File: src/rtl/tt_ran_ctrl.sv
// tt_ran_ctrl: ring-oscillator TRNG controller.
// Warms up the inverter ring, collects four raw-bit samples into a key and
// hands it to a ready/valid consumer. A repetition-count health test trips
// into a sticky failure state when the entropy source looks stuck.
module tt_ran_ctrl #(
    parameter int WARMUP_CYCLES = 64,
    parameter int SAMPLE_DIV    = 4,
    parameter int REP_LIMIT     = 8
) (
    input  logic       clk,
    input  logic       rst_n,
    input  logic       start_i,
    input  logic       rawbit_i,
    input  logic       key_ready_i,
    output logic       ring_en_o,
    output logic [3:0] key_o,
    output logic       key_valid_o,
    output logic       busy_o,
    output logic       fail_o
);

    typedef enum logic [2:0] {
        IDLE    = 3'd0,
        WARMUP  = 3'd1,
        COLLECT = 3'd2,
        PRESENT = 3'd3,
        FAIL    = 3'd4
    } state_t;

    state_t     state_q;
    state_t     state_d;
    logic [7:0] cyc_cnt_q;
    logic [3:0] div_q;
    logic [1:0] bit_cnt_q;
    logic [3:0] rep_cnt_q;
    logic [3:0] rep_next;
    logic [3:0] key_q;
    logic       fail_q;
    logic       ring_en_q;
    logic       warm_done;
    logic       div_last;
    logic       sample_tick;
    logic       rep_hit;
    logic       key_done;

    assign warm_done   = (cyc_cnt_q == 8'(WARMUP_CYCLES - 1));
    assign div_last    = (div_q == 4'(SAMPLE_DIV - 1));
    assign sample_tick = (state_q == COLLECT) && start_i && div_last;
    assign rep_hit     = (rep_next == 4'(REP_LIMIT));
    assign key_done    = (bit_cnt_q == 2'd3);

    // Repetition count the current raw bit would produce; key_q[0] is the previous sample.
    always_comb begin
        rep_next = 4'd1;
        if ((rep_cnt_q != 4'd0) && (rawbit_i == key_q[0])) begin
            rep_next = (rep_cnt_q == 4'(REP_LIMIT)) ? rep_cnt_q : rep_cnt_q + 4'd1;
        end
    end

    // State register.
    always_ff @(posedge clk or negedge rst_n) begin
        if (!rst_n) begin
            state_q <= IDLE;
        end else begin
            state_q <= state_d;
        end
    end

    // Next-state logic; aborts win over sampling, health failure wins over key completion.
    always_comb begin
        state_d = state_q;
        case (state_q)
            IDLE: begin
                if (start_i) state_d = WARMUP;
            end
            WARMUP: begin
                if (!start_i)       state_d = IDLE;
                else if (warm_done) state_d = COLLECT;
            end
            COLLECT: begin
                if (!start_i) begin
                    state_d = IDLE;
                end else if (sample_tick) begin
                    if (rep_hit)       state_d = FAIL;
                    else if (key_done) state_d = PRESENT;
                end
            end
            PRESENT: begin
                if (key_ready_i) state_d = start_i ? COLLECT : IDLE;
            end
            FAIL: begin
                if (!start_i) state_d = IDLE;
            end
            default: state_d = IDLE;
        endcase
    end

    // Counters, key shift register and sticky fail flag; the divider keeps running while a key is presented.
    always_ff @(posedge clk or negedge rst_n) begin
        if (!rst_n) begin
            cyc_cnt_q <= 8'd0;
            div_q     <= 4'd0;
            bit_cnt_q <= 2'd0;
            rep_cnt_q <= 4'd0;
            key_q     <= 4'd0;
            fail_q    <= 1'b0;
        end else begin
            case (state_q)
                IDLE: begin
                    cyc_cnt_q <= 8'd0;
                    div_q     <= 4'd0;
                    bit_cnt_q <= 2'd0;
                    rep_cnt_q <= 4'd0;
                    if (start_i) fail_q <= 1'b0;
                end
                WARMUP: begin
                    div_q     <= 4'd0;
                    cyc_cnt_q <= start_i ? cyc_cnt_q + 8'd1 : 8'd0;
                end
                COLLECT: begin
                    if (!start_i) begin
                        bit_cnt_q <= 2'd0;
                        div_q     <= 4'd0;
                    end else begin
                        div_q <= div_last ? 4'd0 : div_q + 4'd1;
                        if (div_last) begin
                            key_q     <= {key_q[2:0], rawbit_i};
                            bit_cnt_q <= bit_cnt_q + 2'd1;
                            rep_cnt_q <= rep_next;
                            if (rep_hit) fail_q <= 1'b1;
                        end
                    end
                end
                PRESENT: begin
                    div_q <= div_last ? 4'd0 : div_q + 4'd1;
                end
                default: begin
                end
            endcase
        end
    end

    // Ring enable is registered from the next state so it never glitches.
    always_ff @(posedge clk or negedge rst_n) begin
        if (!rst_n) begin
            ring_en_q <= 1'b0;
        end else begin
            ring_en_q <= (state_d == WARMUP) || (state_d == COLLECT) || (state_d == PRESENT);
        end
    end

    // Output decode.
    always_comb begin
        busy_o      = (state_q == WARMUP) || (state_q == COLLECT) || (state_q == PRESENT);
        key_valid_o = (state_q == PRESENT);
    end

    assign ring_en_o = ring_en_q;
    assign key_o     = key_q;
    assign fail_o    = fail_q;

endmodule

File: config.mk
export PLATFORM = sky130hd
export DESIGN_NAME = tt_ran_ctrl
export DESIGN_NICKNAME = d
export VERILOG_FILES = /design/src/rtl/tt_ran_ctrl.sv
export SDC_FILE = /design/constraint.sdc
export NUM_CORES = 1
export LEC_CHECK = 0
export CAP_MARGIN = 10
export CORE_MARGIN = 2
export CORE_UTILIZATION = 57
export CTS_BUF_LIST = sky130_fd_sc_hd__clkbuf_8 sky130_fd_sc_hd__clkbuf_16
export DETAILED_ROUTE_END_ITERATION = 16
export PLACE_DENSITY = 0.88
export SETUP_SLACK_MARGIN = 0.05
export SYNTH_ARGS = -nofsm -noshare
export SYNTH_HDL_FRONTEND = slang
export SYNTH_SLANG_ARGS = --single-unit
export TNS_END_PERCENT = 5
File: constraint.sdc
create_clock -name clk -period 2.1 [get_ports clk]
set_input_delay 0.42 -clock clk [delete_from_list [all_inputs] [get_ports clk]]
set_output_delay 0.42 -clock clk [all_outputs]
set_load 0.1 [all_outputs]
==> key figures <==
GRT
  – Vias in the first global route: 1,348
  – Initial antenna violation count: 0
  – GRT Total Usage: 23.7%
  – GRT Residual Overflow: 0
  – First-pass GRT wire length: 6.04 mm
  – Largest net degree at the start of global routing: 28

STA
  – Final worst-path cycle share: 93.2%
  – Final Hold Fails: 0
  – Worst clock skew: 0.00541 ns
  – Relative slew margins: 64.5%
  – Unrepaired setup endpoints after global routing: true
  – Slew @ Worst Pin: 0.527 ns
  – Min Hold Slack: 0.514 ns
  – Final min period: 1.96 ns
  – Max Fclk: 0.511 GHz
  – Max-slew violations: 0
  – Final Setup Violations: 0
  – Final WS setup: 0.142 ns

Logic synthesis
  – Complex-gate fraction of the synthesized area: 18.8%
  – Post-synth ARST share: 100%
  – Post-Synth XOR/XNOR Area: 3.39%
  – Largest family of logic cells by synthesized area: simple AND/OR/NAND/NOR gates
  – Post-synth cell types: 46
  – Syn nets: 174
  – Yosys warnings: 0
  – Post-synth EDFFs: 0
  – Seq/Total Area, Yosys: 43.5%
  – Adder-Cell Fraction of Synth Area: 4.03%
  – Cell Area, Synth: 1550 sq um
  – Mux cell area share after synthesis: 3.55%
  – Post-Synth Simple-Gate Area: 21.9%
  – Synth Flop Type: dfrtp_1
  – Seq cells post-synth: 27
  – Mean Syn Cell Area: 9.46 sq um
  – Synth Instances: 164

Setup path
  – Critical Path RT: 2.24 ns
  – Reg2reg setup slack: 0.14 ns
  – CP max FO: 6
  – Reg2Reg Launch Point: rep_cnt_q[0]$_DFFE_PN0P_
  – CP Launch Type: flip-flop
  – Worst reg-to-reg path cell count: 7
  – Critical path startpoint: rep_cnt_q[0]$_DFFE_PN0P_
  – Reg-to-reg endpoint: state_q[0]$_DFF_PN0_
  – Critical Path AT: 2.10 ns
  – Worst path slowest cell: dfrtp_2
  – Crit path capture: state_q[0]$_DFF_PN0_
  – CP peak stage delay: 0.41 ns
  – Crit path capture type: flip-flop
  – CP cell instances: inv_1, ha_1, or3_1, a21oi_1, o2111a_1, buf_4, o311ai_1
  – Critical path type: reg -> reg

Clock network
  – Total CTS buffers: 3
  – Reg clk slew, reported paths: 0.09 ns
  – CTS Sinks: 27
  – Hold_buf cts: 0
  – CTS H-tree lvls: 1
  – Root Buffer: clkbuf_8
  – TritonCTS clock tree: yes
  – Insertion delay to the later sink of the worst-skew pair: 0.27 ns
  – Clock Tree Buf Depth: 2

Power
  – Leakage: 0.797 nW
  – P per Cell Area: 534 nW/um^2
  – Worst vdd ir: 0.424 mV

Outcome
  – Status: completed

Route
  – Wire per inst: 16.2 um
  – Vias: 1,328
  – DRT met1 WL: 1.44 mm
  – Top Layer Used: met4
  – Drt via density: 6.32
  – First-pass DRT Iterations: 5
  – Met3 wire len: 145 um
  – WL met2: 1.81 mm
  – Remaining DRCs: 0
  – Residual antenna-violating net count after detailed routing: 0
  – Routed Wire Length: 3.41 mm
  – Detailed Route Iter0 Violations: 57

Finish
  – Diode count: 0
  – Final net count: 191
  – Final core area utilization: 70.6%
  – Layout cells sized above 1: 17.2%
  – Area Growth Syn to Fin: 14.8%
  – Commonest non-fill, non-tap cell in the layout: dfrtp_1
  – Commonest non-fill, non-tap cells in the layout: 26 x dfrtp_1, 18 x o21ai_0, 14 x buf_4, 13 x nand2_1, 12 x nor2_1
  – Non-filler cells, final: 210

Floorplan
  – Die area: 3160 sq um
  – Core area: 2520 sq um
  – Boundary pin count: 13
  – Initial Utilization: 61.5%
  – Row cnt: 18
  – Die W: 56.2 um
  – Die Ht: 56.2 um

Min path
  – Worst hold path type: in -> async

Job
  – Total of max-cap violations: 0

Placement
  – Inst Count DP: 206
  – Routability Congestion: 0.794
  – Worst slack, placed: 0.0821 ns
  – Post-DP HPWL: 2.47 mm
  – IO buf count: 12
## final cells by class
class | count | area [sq um]
fillers | 188 | 741
multi-input cells | 122 | 811
clock buffers | 3 | 41.3
flip-flops and latches | 27 | 677
inverters | 7 | 26.3
repair buffers | 20 | 185
well taps | 30 | 37.5
clock inverters | 1 | 3.75
## worst max-delay path, delay by kind of cell, from the launching register on
| kind | cells | cell delay, ns |
|---|---|---|
| simple gates | 1 | 0.36 |
| compound gates | 3 | 0.60 |
| fa+ha+maj | 1 | 0.24 |
| flops | 1 | 0.41 |
| buf+inv | 2 | 0.22 |
## per-layer routing
| metal | vias up | global-route usage, % |
|---|---|---|
| met4 | 0 | 8.84 |
| met5 | - | 0 |
| met1 | 650 | 30.6 |
| met2 | 47 | 40.7 |
| li1 | 629 | - |
| met3 | 2 | 2.79 |
## how the worst min path moves through the flow
stage | cells after the start | from | slack [ns] | endpoint
detailed placement | 1 | key_o[3]$_DFFE_PN0P_ | 0.50 | key_o[3]$_DFFE_PN0P_
floorplan | 0 | rst_n | 0.12 | bit_cnt_q[0]$_DFFE_PN0P_
global placement | 1 | key_o[3]$_DFFE_PN0P_ | 0.49 | key_o[3]$_DFFE_PN0P_
global route | 1 | key_o[3]$_DFFE_PN0P_ | 0.54 | key_o[3]$_DFFE_PN0P_
CTS | 2 | rst_n | 0.52 | rep_cnt_q[2]$_DFFE_PN0P_
finish | 2 | rst_n | 0.51 | rep_cnt_q[3]$_DFFE_PN0P_
## sequential cells by signal, summed over array words and instances, names as in the netlist
name / cells
state_q: 3
cyc_cnt_q: 8
bit_cnt_q: 2
ring_en_o: 1
rep_cnt_q: 4
fail_o: 1
div_q: 4
key_o: 4
## synthesized netlist by cell type (2+ instances only)
library cell / n / area, sq um
dfrtp_1: 27 / 676
o21ai_0: 18 / 90.1
nand2_1: 13 / 48.8
nor2_1: 13 / 48.8
a21oi_1: 10 / 50.1
inv_1: 7 / 26.3
clkbuf_1: 6 / 22.5
nand3_1: 6 / 30.0
ha_1: 5 / 62.6
and3_1: 4 / 25.0
mux2_2: 4 / 45.0
a22o_1: 3 / 26.3
a31oi_1: 3 / 18.8
xnor2_1: 3 / 26.3
xor2_1: 3 / 26.3
a211oi_1: 2 / 15.0
nand2b_1: 2 / 12.5
nand4_1: 2 / 12.5
nand4bb_1: 2 / 22.5
nor2b_1: 2 / 12.5
nor3_1: 2 / 10.0
nor4_1: 2 / 12.5
or2_2: 2 / 12.5
## metrics by stage
stage               cell area [sq um]  setup TNS (ns)  power, W
CTS                              1770               0  0.000957
global route                     1780               0  0.000988
floorplan                        1550          -0.339  0.000627
global placement                 1730               0  0.000676
detailed placement               1730               0  0.000679
finish                           1780               0  0.000952
## cells by family (layout without fill, tap and decap cells)
family                   count (synthesis)  after routing
flip-flops                              27             27
AO/OA/AOI/OAI                           47             47
AND/OR/NAND/NOR                         59             59
buffers and inverters                   15             31
XOR/XNOR                                 6              6
multiplexers                             5              5
adder cells (fa/ha/maj)                  5              5
## what timing repair did
| item | CTS | global route |
|---|---|---|
| setup endpoints to repair | 0 | 5 |
| buffers inserted | 0 | 0 |
| resized for setup | 0 | 2 |
## power by group
group,switching (W),leakage (nW),internal (W)
registers,0.0000142,0.371,0.000527
logic,0.0000846,0.399,0.0000443
clock network,0.000151,0.0269,0.000131
No activity file was read; power rests on OpenSTA's default activity.
